**src/rtl/print_queue.sv**
```systemverilog
// print_queue: a word-to-byte print path. A word of WORD_W bits and a byte
// count are accepted and serialised one byte per cycle into a DEPTH-byte ring.
// The ring drains to a UART transmitter over a valid/ready handshake. All
// DEPTH slots are usable because occupancy is tracked in a separate counter
// rather than being derived from the pointers.
//
// Optional build macro: PRINT_QUEUE_LE_EN adds push_le. When push_le is 1,
// the low nbytes bytes are emitted least-significant byte first.
//
// Ports:
//   CLK           clock, rising edge
//   INITIALIZE_N  asynchronous active-low reset
//   push_valid    word offered
//   push_ready    serialiser idle, a word can be accepted
//   push_data     word to print
//   push_nbytes   bytes to emit (1..WB); 0 or >WB sets err and emits nothing
//   push_le       (PRINT_QUEUE_LE_EN only) emit low bytes LSB-first
//   tx_valid      a byte is available at the ring head
//   tx_ready      consumer takes the byte
//   tx_data       byte at the ring head
//   count         bytes stored, 0..DEPTH
//   full          count == DEPTH
//   empty         count == 0
//   err           sticky error flag, cleared only by reset
module print_queue #(
  parameter int  WORD_W = 32,
  parameter int  DEPTH  = 512,
  localparam int WB     = WORD_W / 8,
  localparam int NB_W   = $clog2(WB + 1),
  localparam int PTR_W  = $clog2(DEPTH),
  localparam int CNT_W  = $clog2(DEPTH + 1)
) (
  input  logic              CLK,
  input  logic              INITIALIZE_N,
  input  logic              push_valid,
  output logic              push_ready,
  input  logic [WORD_W-1:0] push_data,
  input  logic [NB_W-1:0]   push_nbytes,
`ifdef PRINT_QUEUE_LE_EN
  input  logic              push_le,
`endif
  output logic              tx_valid,
  input  logic              tx_ready,
  output logic [7:0]        tx_data,
  output logic [CNT_W-1:0]  count,
  output logic              full,
  output logic              empty,
  output logic              err
);

  typedef enum logic {IDLE, SHIFT} state_t;

  state_t            state, state_nxt;
  logic [PTR_W-1:0]  wr_ptr, rd_ptr;
  logic [NB_W-1:0]   rem;
  logic [WORD_W-1:0] shift_q;
  logic [WORD_W-1:0] load_word;
  logic [7:0]        wr_byte;
  logic [7:0]        mem [DEPTH];
  logic              nb_ok, load, wr_en, rd_en;

  assign nb_ok = (push_nbytes != '0) && (push_nbytes <= NB_W'(WB));
  assign load  = push_ready && push_valid && nb_ok;
  assign rd_en = tx_valid && tx_ready;

  // Left-align the word so the top byte of the shifter is the first byte
  // out; the unused high bytes of push_data fall off the top.
  assign load_word = push_data << (8 * (WB - int'(push_nbytes)));

`ifdef PRINT_QUEUE_LE_EN
  logic le_q;
  assign wr_byte = le_q ? shift_q[7:0] : shift_q[WORD_W-1 -: 8];
`else
  assign wr_byte = shift_q[WORD_W-1 -: 8];
`endif

  // Serialiser state register
  always_ff @(posedge CLK or negedge INITIALIZE_N) begin
    if (!INITIALIZE_N) state <= IDLE;
    else               state <= state_nxt;
  end

  // Serialiser next state; a full ring freezes SHIFT in place
  always_comb begin
    state_nxt = state;
    case (state)
      IDLE:    if (push_valid && nb_ok) state_nxt = SHIFT;
      SHIFT:   if (wr_en && rem == NB_W'(1)) state_nxt = IDLE;
      default: state_nxt = IDLE;
    endcase
  end

  // Serialiser outputs; write gating uses the registered full flag
  always_comb begin
    push_ready = (state == IDLE);
    wr_en      = (state == SHIFT) && !full;
  end

  // Control: pointers, occupancy, remaining byte count, sticky error
  always_ff @(posedge CLK or negedge INITIALIZE_N) begin
    if (!INITIALIZE_N) begin
      wr_ptr <= '0;
      rd_ptr <= '0;
      count  <= '0;
      rem    <= '0;
      err    <= 1'b0;
    end else begin
      if (wr_en) wr_ptr <= wr_ptr + PTR_W'(1);
      if (rd_en) rd_ptr <= rd_ptr + PTR_W'(1);
      case ({wr_en, rd_en})
        2'b10:   count <= count + CNT_W'(1);
        2'b01:   count <= count - CNT_W'(1);
        default: count <= count;
      endcase
      if (load)       rem <= push_nbytes;
      else if (wr_en) rem <= rem - NB_W'(1);
      if (push_ready && push_valid && !nb_ok) err <= 1'b1;
    end
  end

  // Datapath: shifter and ring storage, not reset
  always_ff @(posedge CLK) begin
`ifdef PRINT_QUEUE_LE_EN
    if (load) begin
      le_q    <= push_le;
      shift_q <= push_le ? push_data : load_word;
    end else if (wr_en) begin
      shift_q <= le_q ? (shift_q >> 8) : (shift_q << 8);
    end
`else
    if (load)       shift_q <= load_word;
    else if (wr_en) shift_q <= shift_q << 8;
`endif
    if (wr_en) mem[wr_ptr] <= wr_byte;
  end

  assign tx_data  = mem[rd_ptr];
  assign full     = (count == CNT_W'(DEPTH));
  assign empty    = (count == '0);
  assign tx_valid = !empty;

endmodule
```
**config.mk**
```make
export PLATFORM = sky130hd
export DESIGN_NAME = print_queue
export DESIGN_NICKNAME = d
export VERILOG_FILES = /design/src/rtl/print_queue.sv
export SDC_FILE = /design/constraint.sdc
export NUM_CORES = 2
export LEC_CHECK = 0
export BUFFER_PORTS_ARGS = -buffer_cell sky130_fd_sc_hd__buf_2
export CAP_MARGIN = 20
export CORE_MARGIN = 4
export CORE_UTILIZATION = 50
export CTS_CLUSTER_DIAMETER = 60
export CTS_CLUSTER_SIZE = 28
export DETAILED_ROUTE_END_ITERATION = 6
export PLACE_DENSITY = 0.66
export SYNTH_ARGS = -nofsm -noshare
export SYNTH_HDL_FRONTEND = slang
export SYNTH_SLANG_ARGS = --single-unit
```
**constraint.sdc**
```tcl
create_clock -name CLK -period 9.2 [get_ports CLK]
set_clock_uncertainty 0.1 [all_clocks]
set_input_delay 1.38 -clock CLK [delete_from_list [all_inputs] [get_ports CLK]]
set_output_delay 1.38 -clock CLK [all_outputs]
set_load 0.02 [all_outputs]
```
==> impl_metrics.yaml <==
drt:
  routed_wl_mm: 443
  routedWlPerCell_um: 35.7
  dr.pass1.iters: 6
  vias: 81600
  route.antenna.remaining_nets: 0
  vias_per_cell: 6.59
  initialDrtViolationCount: 12100
  route.detailed.drc: 0
logic_synthesis:
  syn_area_um2: 163000
  synthTopCellsByArea: "edfxtp_1, mux4_2, mux2i_1, nor2_1, nand2_1"
  seq_area_frac_synth: 0.767
  synth_common_cells: "edfxtp_1, mux4_2, nor2_1"
  syn_avg_cell_area_um2: 20.8
  ys_seq_elements: 4161
  synth_most_common_cell: "edfxtp_1"
  synth_ff_type: "edfxtp_1"
  synth_nets: 7892
  yosys_warnings: 0
  synth_cells: 7835
  synth-edff-count: 4128
  async_flop_share: 0.00793
  synth_top_area_share: 0.762
  synth_top_area_cell: "edfxtp_1"
  synthDistinctLibCells: 74
pwr:
  seq_power_share: 0.437
  cell_internal_pwr_mw: 35.5
  p_clk_frac: 0.222
  peakVddDrop_v: 0.000309
  p_sw_mw: 20.1
  p_leak_nw: 54.0
  p_sw_frac: 0.361
  combPwrFrac: 0.341
  powerDensity_nw_per_um2: 316
final_layout:
  fin_nets: 7898
  stdcell_area_um2: 176000
  nFillCells: 24200
  final_util: 0.544
  area_growth_pct: 8.30
  seqCellArea_um2: 125000
  drive_gt1_frac: 0.212
  multi_input_area_um2: 35100
clock_network:
  cts_tree: "done"
  ctsResizeCount: 0
  clk_latency_ns: 0.95
  cts_root_buffer: "clkbuf_16"
  cts_sinks: 4161
  cts_setup_buffers: 0
  htreeDepth: 4
  clockBufferDepth: 4
  postCtsHoldBufs: 0
  clkSlewWorstSetupHoldPaths_ns: 0.10
  numCtsBuffers: 239
global_route:
  grt_pass1_vias: 80600
  gr-max-usage-layer: "met2"
  grt_pass1_wl_mm: 627
  use_met1: 0.370
  antenna_found_initial: 28
  use_met2: 0.407
  track_usage: 0.264
  gr-total-overflow: 0
  grt_util_met3: 0.0600
  grt_max_degree: 221
place:
  gp_congestion: 0.858
  hpwl_mm: 262
  dpl_cell_area_um2: 168000
  dp_slack_ns: 1.88
  port_buffers: 61
critical_path:
  slowest_delay_ns: 0.94
  cpMostUsedCell: "buf_4"
  regToRegSetupSlack_ns: 4.70
  critical_path_peak_fanout: 40
  cp_num_cells: 11
  critPathArrivalTime_ns: 6.98
  start_kind: "register"
  cp.buffers_inverters: 4
  critical_path.slowest_cell: "dfrtp_4"
  crit_path_end_kind: "primary output"
  path_class: "reg -> out"
  crit_required_ns: 7.72
  ff2ff_path_depth: 8
  path_cells: "buf_4 -> buf_4 -> mux4_2 -> a22oi_1 -> a21oi_1 -> nor4_1 -> a2111oi_2 -> buf_4 -> nor3_1 -> a211oi_1 -> buf_2"
  cpLargestDelayFamily: "buffers and inverters"
timing:
  final.setup.worst_slack_ns: 0.739
  worst_pin_slew_ns: 1.34
  rsz0062_at_grt: "no"
  slew_viol_final: 0
  hold_viol: 0
  fin_crit_sh: 0.920
  period_minus_slack_ns: 8.46
  finalSetupViolCount: 0
  slew_headroom: 0.101
  fin_tns_setup_ns: 0
  hold_ws_ns: 0.179
  fmax_mhz: 118
die:
  die_height_um: 578
  dieArea_um2: 334000
  io_pins: 62
  start_util: 0.502
  row_count: 209
  die_x_um: 578
  core_area_um2: 324000
job:
  maxCapViolations: 0
run_status:
  outcome: "completed"
min_path:
  holdCritPathClass: "in -> async"
final cells by class:
type                    instances  area share
flip-flops and latches       4161       0.709
clock inverters               191      0.0129
diodes                         20    0.000284
repair buffers                256      0.0124
multi-input cells            3151       0.199
inverters                      32    0.000760
well taps                    4325      0.0307
clock buffers                 254      0.0350
metal layers:
layer / vias to the layer above / routed length, um
met5: - / 117
met4: 18 / 19900
met3: 852 / 47000
met2: 4733 / 209000
met1: 43500 / 167000
li1: 32500 / -
cells by family (layout without fill, tap and decap cells):
logic type                 Yosys count  count (layout)  share of synthesized area
DFF                               4161            4161                      0.767
muxes                             1289            1289                      0.152
and+or+nand+nor                   1063            1063                     0.0275
AOI/OAI and AO/OA                  754             754                     0.0323
buffers and inverters              523             733                     0.0182
xor gates and xnor gates            27              27                    0.00145
adders and majority gates           18              18                    0.00143
other                                0              20                          0
path summary, 6_finish.rpt:
check,from,end
max in group asynchronous,INITIALIZE_N,rd_ptr[1]
setup / recovery,rd_ptr[0],tx_data[5]
setup reg to reg,count[0],mem[390][0]
min in group CLK,err,err
hold reg to reg,err,err
hold / removal,INITIALIZE_N,count[3]
sequential cells by signal, summed over array words and instances (netlist names):
| name | count |
|---|---|
| mem | 4096 |
| shift_q | 32 |
| state | 1 |
| rd_ptr | 9 |
| err | 1 |
| count | 10 |
| wr_ptr | 9 |
| rem | 3 |
through the flow:
stage               cells  total power, mW
floorplan            7835             37.1
global placement    11900             43.2
detailed placement  11900             43.5
CTS                 12400             55.6
global route        12400             57.2
finish              12400             55.6
power by group through the flow:
stage	logic (mW)	clock network [mW]	registers (mW)
after floorplan	9.91	0	27.1
after global placement	18.5	0	24.7
after detailed placement	18.8	0	24.7
after CTS	18.8	12.5	24.3
after global routing	19.6	13.2	24.3
final	18.9	12.4	24.3
cell usage in the layout (no fill, tap or decap), types with 15 or more instances in the layout:
| cell | n |
|---|---|
| edfxtp_1 | 4128 |
| mux4_2 | 927 |
| nor2_1 | 573 |
| mux2i_1 | 312 |
| nand2_1 | 258 |
| clkbuf_16 | 245 |
| buf_4 | 159 |
| a21oi_1 | 129 |
| o21ai_0 | 113 |
| a22oi_1 | 91 |
| o22ai_1 | 70 |
| a211oi_1 | 66 |
| a221oi_1 | 65 |
| buf_2 | 64 |
| nand3_1 | 50 |
| mux2_2 | 41 |
| inv_6 | 35 |
| o221ai_1 | 35 |
| inv_8 | 30 |
| buf_12 | 28 |
| a31oi_1 | 26 |
| dfrtp_1 | 26 |
| inv_1 | 25 |
| o211ai_1 | 25 |
| nor3_1 | 23 |
| a22o_1 | 22 |
| clkinv_8 | 22 |
| xnor2_1 | 21 |
| diode_2 | 20 |
| and3_1 | 20 |
| clkinv_1 | 19 |
| ha_1 | 17 |
| clkinv_4 | 17 |
| inv_12 | 17 |
| clkinv_2 | 16 |
| and2_1 | 16 |
| clkinvlp_4 | 16 |
| nand2_4 | 15 |
(Power assumes the default switching activity.)
